### src/rtl/multicycle_control_pkg.sv
// multicycle_control_pkg
// Shared definitions for the multicycle control FSM: the state encoding,
// fault codes reported on fault_o, the two supported opcode values, the
// latched instruction class and the ALUOp codes sent to the ALU decoder.
package multicycle_control_pkg;

    typedef enum logic [2:0] {
        ST_IDLE   = 3'd0,
        ST_FETCH  = 3'd1,
        ST_DECODE = 3'd2,
        ST_EXEC   = 3'd3,
        ST_WB     = 3'd4,
        ST_HALT   = 3'd5
    } state_t;

    typedef enum logic [1:0] {
        FAULT_NONE    = 2'd0,
        FAULT_ILLEGAL = 2'd1,
        FAULT_TIMEOUT = 2'd2
    } fault_t;

    typedef enum logic [1:0] {
        CLS_NONE = 2'd0,
        CLS_R    = 2'd1,
        CLS_I    = 2'd2
    } op_class_t;

    localparam logic [6:0] OP_R = 7'b0110011;
    localparam logic [6:0] OP_I = 7'b0010011;

    localparam logic [1:0] ALU_OP_NONE = 2'b00;
    localparam logic [1:0] ALU_OP_R    = 2'b10;
    localparam logic [1:0] ALU_OP_I    = 2'b11;

    // ALUOp that belongs to a latched instruction class.
    function automatic logic [1:0] alu_op_of(input op_class_t cls);
        case (cls)
            CLS_R:   alu_op_of = ALU_OP_R;
            CLS_I:   alu_op_of = ALU_OP_I;
            default: alu_op_of = ALU_OP_NONE;
        endcase
    endfunction

    // Only the immediate class takes operand 2 from the sign-extended immediate.
    function automatic logic alu_src_of(input op_class_t cls);
        alu_src_of = (cls == CLS_I);
    endfunction

endpackage

### src/rtl/multicycle_control.sv
// multicycle_control
// Control FSM for a multicycle datapath: IDLE -> FETCH -> DECODE -> EXEC -> WB,
// with an absorbing HALT state entered on an illegal opcode or a fetch timeout.
// Build option: define PERF_CNT_EN to build the retired-instruction counter;
// without it retired_o is tied to zero.
//
// Ports
//   clk_i       clock, all state changes on the rising edge
//   rst_i       synchronous active-high reset
//   start_i     run enable (level)
//   opcode_i    instruction bits [6:0], valid from DECODE onward
//   imem_ack_i  instruction memory data valid
//   imem_req_o  fetch request, high throughout FETCH
//   ir_we_o     instruction register load, the FETCH cycle that sees ack
//   pc_we_o     PC <= PC+4 strobe, the WB cycle
//   reg_write_o register file write enable, the WB cycle
//   alu_src_o   operand-2 select (1 = immediate), EXEC and WB only
//   alu_op_o    ALUOp, EXEC and WB only
//   busy_o      high in every state except IDLE and HALT
//   fault_o     0 none, 1 illegal opcode, 2 fetch timeout
//   retired_o   retired instruction count
module multicycle_control #(
    parameter int IMEM_TIMEOUT = 15
) (
    input  logic        clk_i,
    input  logic        rst_i,
    input  logic        start_i,
    input  logic [6:0]  opcode_i,
    input  logic        imem_ack_i,
    output logic        imem_req_o,
    output logic        ir_we_o,
    output logic        pc_we_o,
    output logic        reg_write_o,
    output logic        alu_src_o,
    output logic [1:0]  alu_op_o,
    output logic        busy_o,
    output logic [1:0]  fault_o,
    output logic [31:0] retired_o
);

    import multicycle_control_pkg::*;

    // The counter holds the number of ack-less FETCH cycles already spent, so
    // the cycle that would make it reach IMEM_TIMEOUT is the one where it
    // still reads IMEM_TIMEOUT-1.
    localparam logic [7:0] WAIT_LIMIT = 8'(IMEM_TIMEOUT - 1);

    state_t    state, next_state;
    fault_t    fault, next_fault;
    op_class_t cls, next_cls;
    logic [7:0] wait_cnt, next_wait;

    logic       imem_req_q;
    logic       pc_we_q;
    logic       reg_write_q;
    logic       alu_src_q;
    logic [1:0] alu_op_q;
    logic       busy_q;

    // Next-state logic. An ack always wins over the timeout, even when it
    // arrives in the very cycle the wait counter would expire.
    always_comb begin
        next_state = state;
        next_fault = fault;
        next_cls   = cls;
        next_wait  = wait_cnt;
        case (state)
            ST_IDLE: begin
                if (start_i) begin
                    next_state = ST_FETCH;
                    next_wait  = '0;
                end
            end
            ST_FETCH: begin
                if (imem_ack_i) begin
                    next_state = ST_DECODE;
                end else if (wait_cnt == WAIT_LIMIT) begin
                    next_state = ST_HALT;
                    next_fault = FAULT_TIMEOUT;
                end else begin
                    next_wait = wait_cnt + 8'd1;
                end
            end
            ST_DECODE: begin
                if (opcode_i == OP_R) begin
                    next_cls   = CLS_R;
                    next_state = ST_EXEC;
                end else if (opcode_i == OP_I) begin
                    next_cls   = CLS_I;
                    next_state = ST_EXEC;
                end else begin
                    next_cls   = CLS_NONE;
                    next_state = ST_HALT;
                    next_fault = FAULT_ILLEGAL;
                end
            end
            ST_EXEC: begin
                next_state = ST_WB;
            end
            ST_WB: begin
                // start_i is only consulted here, so dropping it mid-instruction
                // lets the instruction finish before returning to IDLE.
                if (start_i) begin
                    next_state = ST_FETCH;
                    next_wait  = '0;
                end else begin
                    next_state = ST_IDLE;
                end
            end
            ST_HALT: begin
                next_state = ST_HALT;
            end
            default: begin
                next_state = ST_IDLE;
            end
        endcase
    end

    // State and registered outputs. Outputs are computed from the state being
    // entered so that they line up cycle-for-cycle with the state register.
    always_ff @(posedge clk_i) begin
        if (rst_i) begin
            state       <= ST_IDLE;
            fault       <= FAULT_NONE;
            cls         <= CLS_NONE;
            wait_cnt    <= '0;
            imem_req_q  <= 1'b0;
            pc_we_q     <= 1'b0;
            reg_write_q <= 1'b0;
            alu_src_q   <= 1'b0;
            alu_op_q    <= ALU_OP_NONE;
            busy_q      <= 1'b0;
        end else begin
            state       <= next_state;
            fault       <= next_fault;
            cls         <= next_cls;
            wait_cnt    <= next_wait;
            imem_req_q  <= (next_state == ST_FETCH);
            pc_we_q     <= (next_state == ST_WB);
            reg_write_q <= (next_state == ST_WB);
            if ((next_state == ST_EXEC) || (next_state == ST_WB)) begin
                alu_src_q <= alu_src_of(next_cls);
                alu_op_q  <= alu_op_of(next_cls);
            end else begin
                alu_src_q <= 1'b0;
                alu_op_q  <= ALU_OP_NONE;
            end
            busy_q      <= (next_state != ST_IDLE) && (next_state != ST_HALT);
        end
    end

    // The IR load has to coincide with the ack itself, so it cannot be
    // registered; reset suppresses it so no strobe escapes during reset.
    assign ir_we_o     = (state == ST_FETCH) && imem_ack_i && !rst_i;
    assign imem_req_o  = imem_req_q;
    assign pc_we_o     = pc_we_q;
    assign reg_write_o = reg_write_q;
    assign alu_src_o   = alu_src_q;
    assign alu_op_o    = alu_op_q;
    assign busy_o      = busy_q;
    assign fault_o     = fault;

`ifdef PERF_CNT_EN
    logic [31:0] retired_q;

    // One increment per WB cycle; wraps naturally at 32 bits.
    always_ff @(posedge clk_i) begin
        if (rst_i) begin
            retired_q <= '0;
        end else if (state == ST_WB) begin
            retired_q <= retired_q + 32'd1;
        end
    end

    assign retired_o = retired_q;
`else
    assign retired_o = '0;
`endif

endmodule

### config.mk
export PLATFORM = sky130hd
export DESIGN_NAME = multicycle_control
export DESIGN_NICKNAME = d
export VERILOG_FILES = /design/src/rtl/multicycle_control_pkg.sv /design/src/rtl/multicycle_control.sv
export SDC_FILE = /design/constraint.sdc
export NUM_CORES = 1
export LEC_CHECK = 0
export ABC_AREA = 0
export CORE_MARGIN = 4
export CORE_UTILIZATION = 42
export DETAILED_ROUTE_END_ITERATION = 10
export GPL_ROUTABILITY_DRIVEN = 0
export PLACE_DENSITY = 0.89
export SLEW_MARGIN = 20
export SYNTH_ARGS = -nofsm -noshare
export SYNTH_HDL_FRONTEND = slang
export SYNTH_SLANG_ARGS = --single-unit
### constraint.sdc
create_clock -name clk_i -period 2.15 [get_ports clk_i]
set_input_delay 0.5375 -clock clk_i [delete_from_list [all_inputs] [get_ports clk_i]]
set_output_delay 0.5375 -clock clk_i [all_outputs]
set_load 0.005 [all_outputs]
==> results_dict.tcl, run 1 <==
set metrics [dict create \
    antenna_left 0 \
    finClkSkew_ps 5.72 \
    worst-path-max-fanout 2 \
    post-layout-total-power_uw 745 \
    groute.usage.overall 0.126 \
    vias_in_the_first_global_route 931 \
    timing_hold_violations_final 0 \
    end_of_flow_core_utilization 0.512 \
    final_common_cell "conb_1" \
    antenna_cells 0 \
    synth_top_area_share 0.319 \
    yosys-top-cells-area "dfxtp_1 (32%), buf_4 (20%), a21oi_1 (4.0%)" \
    synthArstFlopShare 0 \
    initial_antenna_violation_count 0 \
    routedWlPerCell_um 11.7 \
    postSynthAreaPerCell_um2 8.15 \
    number_of_enable_type_register_cells_in_the_synthesized_netlist 0 \
    postLayoutSetupSlackWorst_ps 53.4 \
    gr-total-overflow 0 \
    core_area_um2 2810 \
    total_leakage_power_uw 0.000582 \
    dp_hpwl_um 1920 \
    grt_start_max_net_pins 16 \
    mostFrequentLayoutCells "conb_1 (32), dfxtp_1 (20), clkdlybuf4s50_1 (19)" \
    rows 19 \
    result_of_the_run "complete, no violations" \
    yosys.area.top_type "dfxtp_1" \
    tritoncts "built" \
    cts-root-to-sink-buffers 2 \
    highest_cell_delay_on_the_worst_timing_path_ps 480 \
    cell_area_synth_um2 1250 \
    highest_clock_rate_ghz 0.477 \
    grt_setup_unrepaired "no" \
    report.final.setup_viol 0 \
    critPathKind "in2out" \
    critical_path.slowest_cell "clkdlybuf4s50_1" \
    cp_cell_sequence "clkdlybuf4s50_1, nand2_1, or2_4, nor3_2, buf_2" \
    synth_sequential_area_ratio 0.319 \
    drc_errors 0 \
    numCtsBuffers 3 \
    cts.repair.resized 6 \
    maxCapViolCount 0 \
    die_area_um2 3930 \
    min_period_ps 2100 \
    crit_buf_inv 2 \
    cp_data_arrival_time_ps 1560 \
    synth_cells 154 \
    slew_violations 0 \
    detailedRoute.firstPassIterationCount 4 \
    clockRootBuffer "clkbuf_4" \
    cts.sink_count 20 \
    wire_length_of_the_first_global_routing_pass_um 4020 \
    buffer_ports.inserted 20 \
    areaGrowthSynthToFinish_pct 14.4 \
    synth.ff_latch_count 20 \
    ctsHoldBuffers 0 \
    fillers 266 \
    num-nets-final 193 \
    yosysWarnings 0 \
    crit_family "buffers and inverters" \
    detailedRoute.firstIterationViolations 44 \
    worst_setup_path_start_kind "input pin" \
    clock_tree.htree_level_count 1 \
    predominant_post_synthesis_flop_cell "dfxtp_1" \
    chipHeight_um 62.7 \
    layout_worst_path_cycle_share 0.975 \
    postRouteWirelength_um 2450 \
    power.ir.vdd_worst_mv 0.205 \
    design.portCount 53 \
    preCtsSetupSlack_ps -438 \
    number_of_unique_standard_cell_types_used_by_synthesis 38 \
    path_clk_slew_ps 110 \
    cts_setup_buffers 0 \
    pwr_density_cell_nw_per_um2 519 \
    drive_gt1_frac 0.112 \
    routed-via-count 1044 \
    min-delay-path-class "reg2reg" \
    die_w_um 62.7 \
    clk_latency_ps 300 \
    critPathCaptureType "primary output" \
    start_util 0.447 \
    vias_per_cell 5.00 \
    timing.critical_path.required_ps 1610 \
]
state kept, by name (all words and copies together) (netlist names):
signal,cells
reg_write_o,1
cls,2
imem_req_o,1
alu_op_o,2
fault_o,2
state,3
busy_o,1
wait_cnt,8
layer usage:
| metal | GRT usage | vias to the layer above | wire (µm) |
|---|---|---|---|
| li1 | - | 529 | - |
| met1 | 0.144 | 481 | 1080 |
| met2 | 0.212 | 30 | 1200 |
| met3 | 0.0180 | 4 | 100 |
| met4 | 0.0909 | 0 | 68 |
| met5 | 0 | - | 0 |
synthesized netlist by cell type (3+ instances only):
cell,n
buf_4,34
dfxtp_1,20
nor2_1,12
a21oi_1,10
nand2_1,9
o21ai_0,8
clkbuf_1,5
nor3_1,5
or3_1,5
nand3_1,4
nand4_1,4
and3_1,3
ha_1,3
o31ai_1,3
through the flow:
stage | area (µm²) | TNS, ps | std cells | hold WS [ps]
final | 1440 | 0 | 209 | 486
after global routing | 1440 | 0 | 209 | 514
after CTS | 1440 | 0 | 209 | 492
after detailed placement | 1400 | -934 | 205 | 475
after global placement | 1400 | -722 | 205 | 449
after floorplan | 1370 | 0 | 185 | 440
kinds of logic (layout without fill, tap and decap cells):
logic type,after synthesis,count (layout),share of synthesized area
compound gates,29,29,0.142
other cells,1,32,0.00299
mux,1,1,0.00798
fa+ha+maj,3,3,0.0299
flops,20,20,0.319
buf+inv,41,34,0.224
simple gates,59,59,0.274
power by group:
group	leakage [µW]	internal [µW]	switching, µW
clock	0.0000210	103	115
combinational	0.000399	65.3	70.8
sequential	0.000162	382	8.50
total	0.000582	550	195
layout make-up:
class	count	area (µm²)	area share
Clock buffer	4	36.3	0.0253
Inverter	2	7.51	0.00523
Multi-Input combinational cell	124	697	0.486
Sequential cell	20	400	0.279
Tap cell	31	38.8	0.0270
Timing Repair Buffer	28	255	0.178
tightest hold or removal path, stage by stage (launching register included):
cell and delay [ps]:
dfxtp_1 320, nand2_1 70, a21oi_1 60
path summary, 6_finish.rpt:
check                           slack (ps)          end  cells after the start       start
worst max-delay path                    50      ir_we_o                      5  imem_ack_i
worst min-delay path                   490       cls[1]                      2      cls[1]
worst max register to register         400  wait_cnt[3]                      4    state[2]
worst min register to register         490       cls[1]                      2      cls[1]
(Power assumes the default switching activity.)
==> run 2: changes to the inputs <==
Settings changed: ABC_CLOCK_PERIOD_IN_PS from default to 2150, SLEW_MARGIN 20 to default.
==> results of run 2 <==
The final DEF is identical to that of run 1; final timing and power are the same.
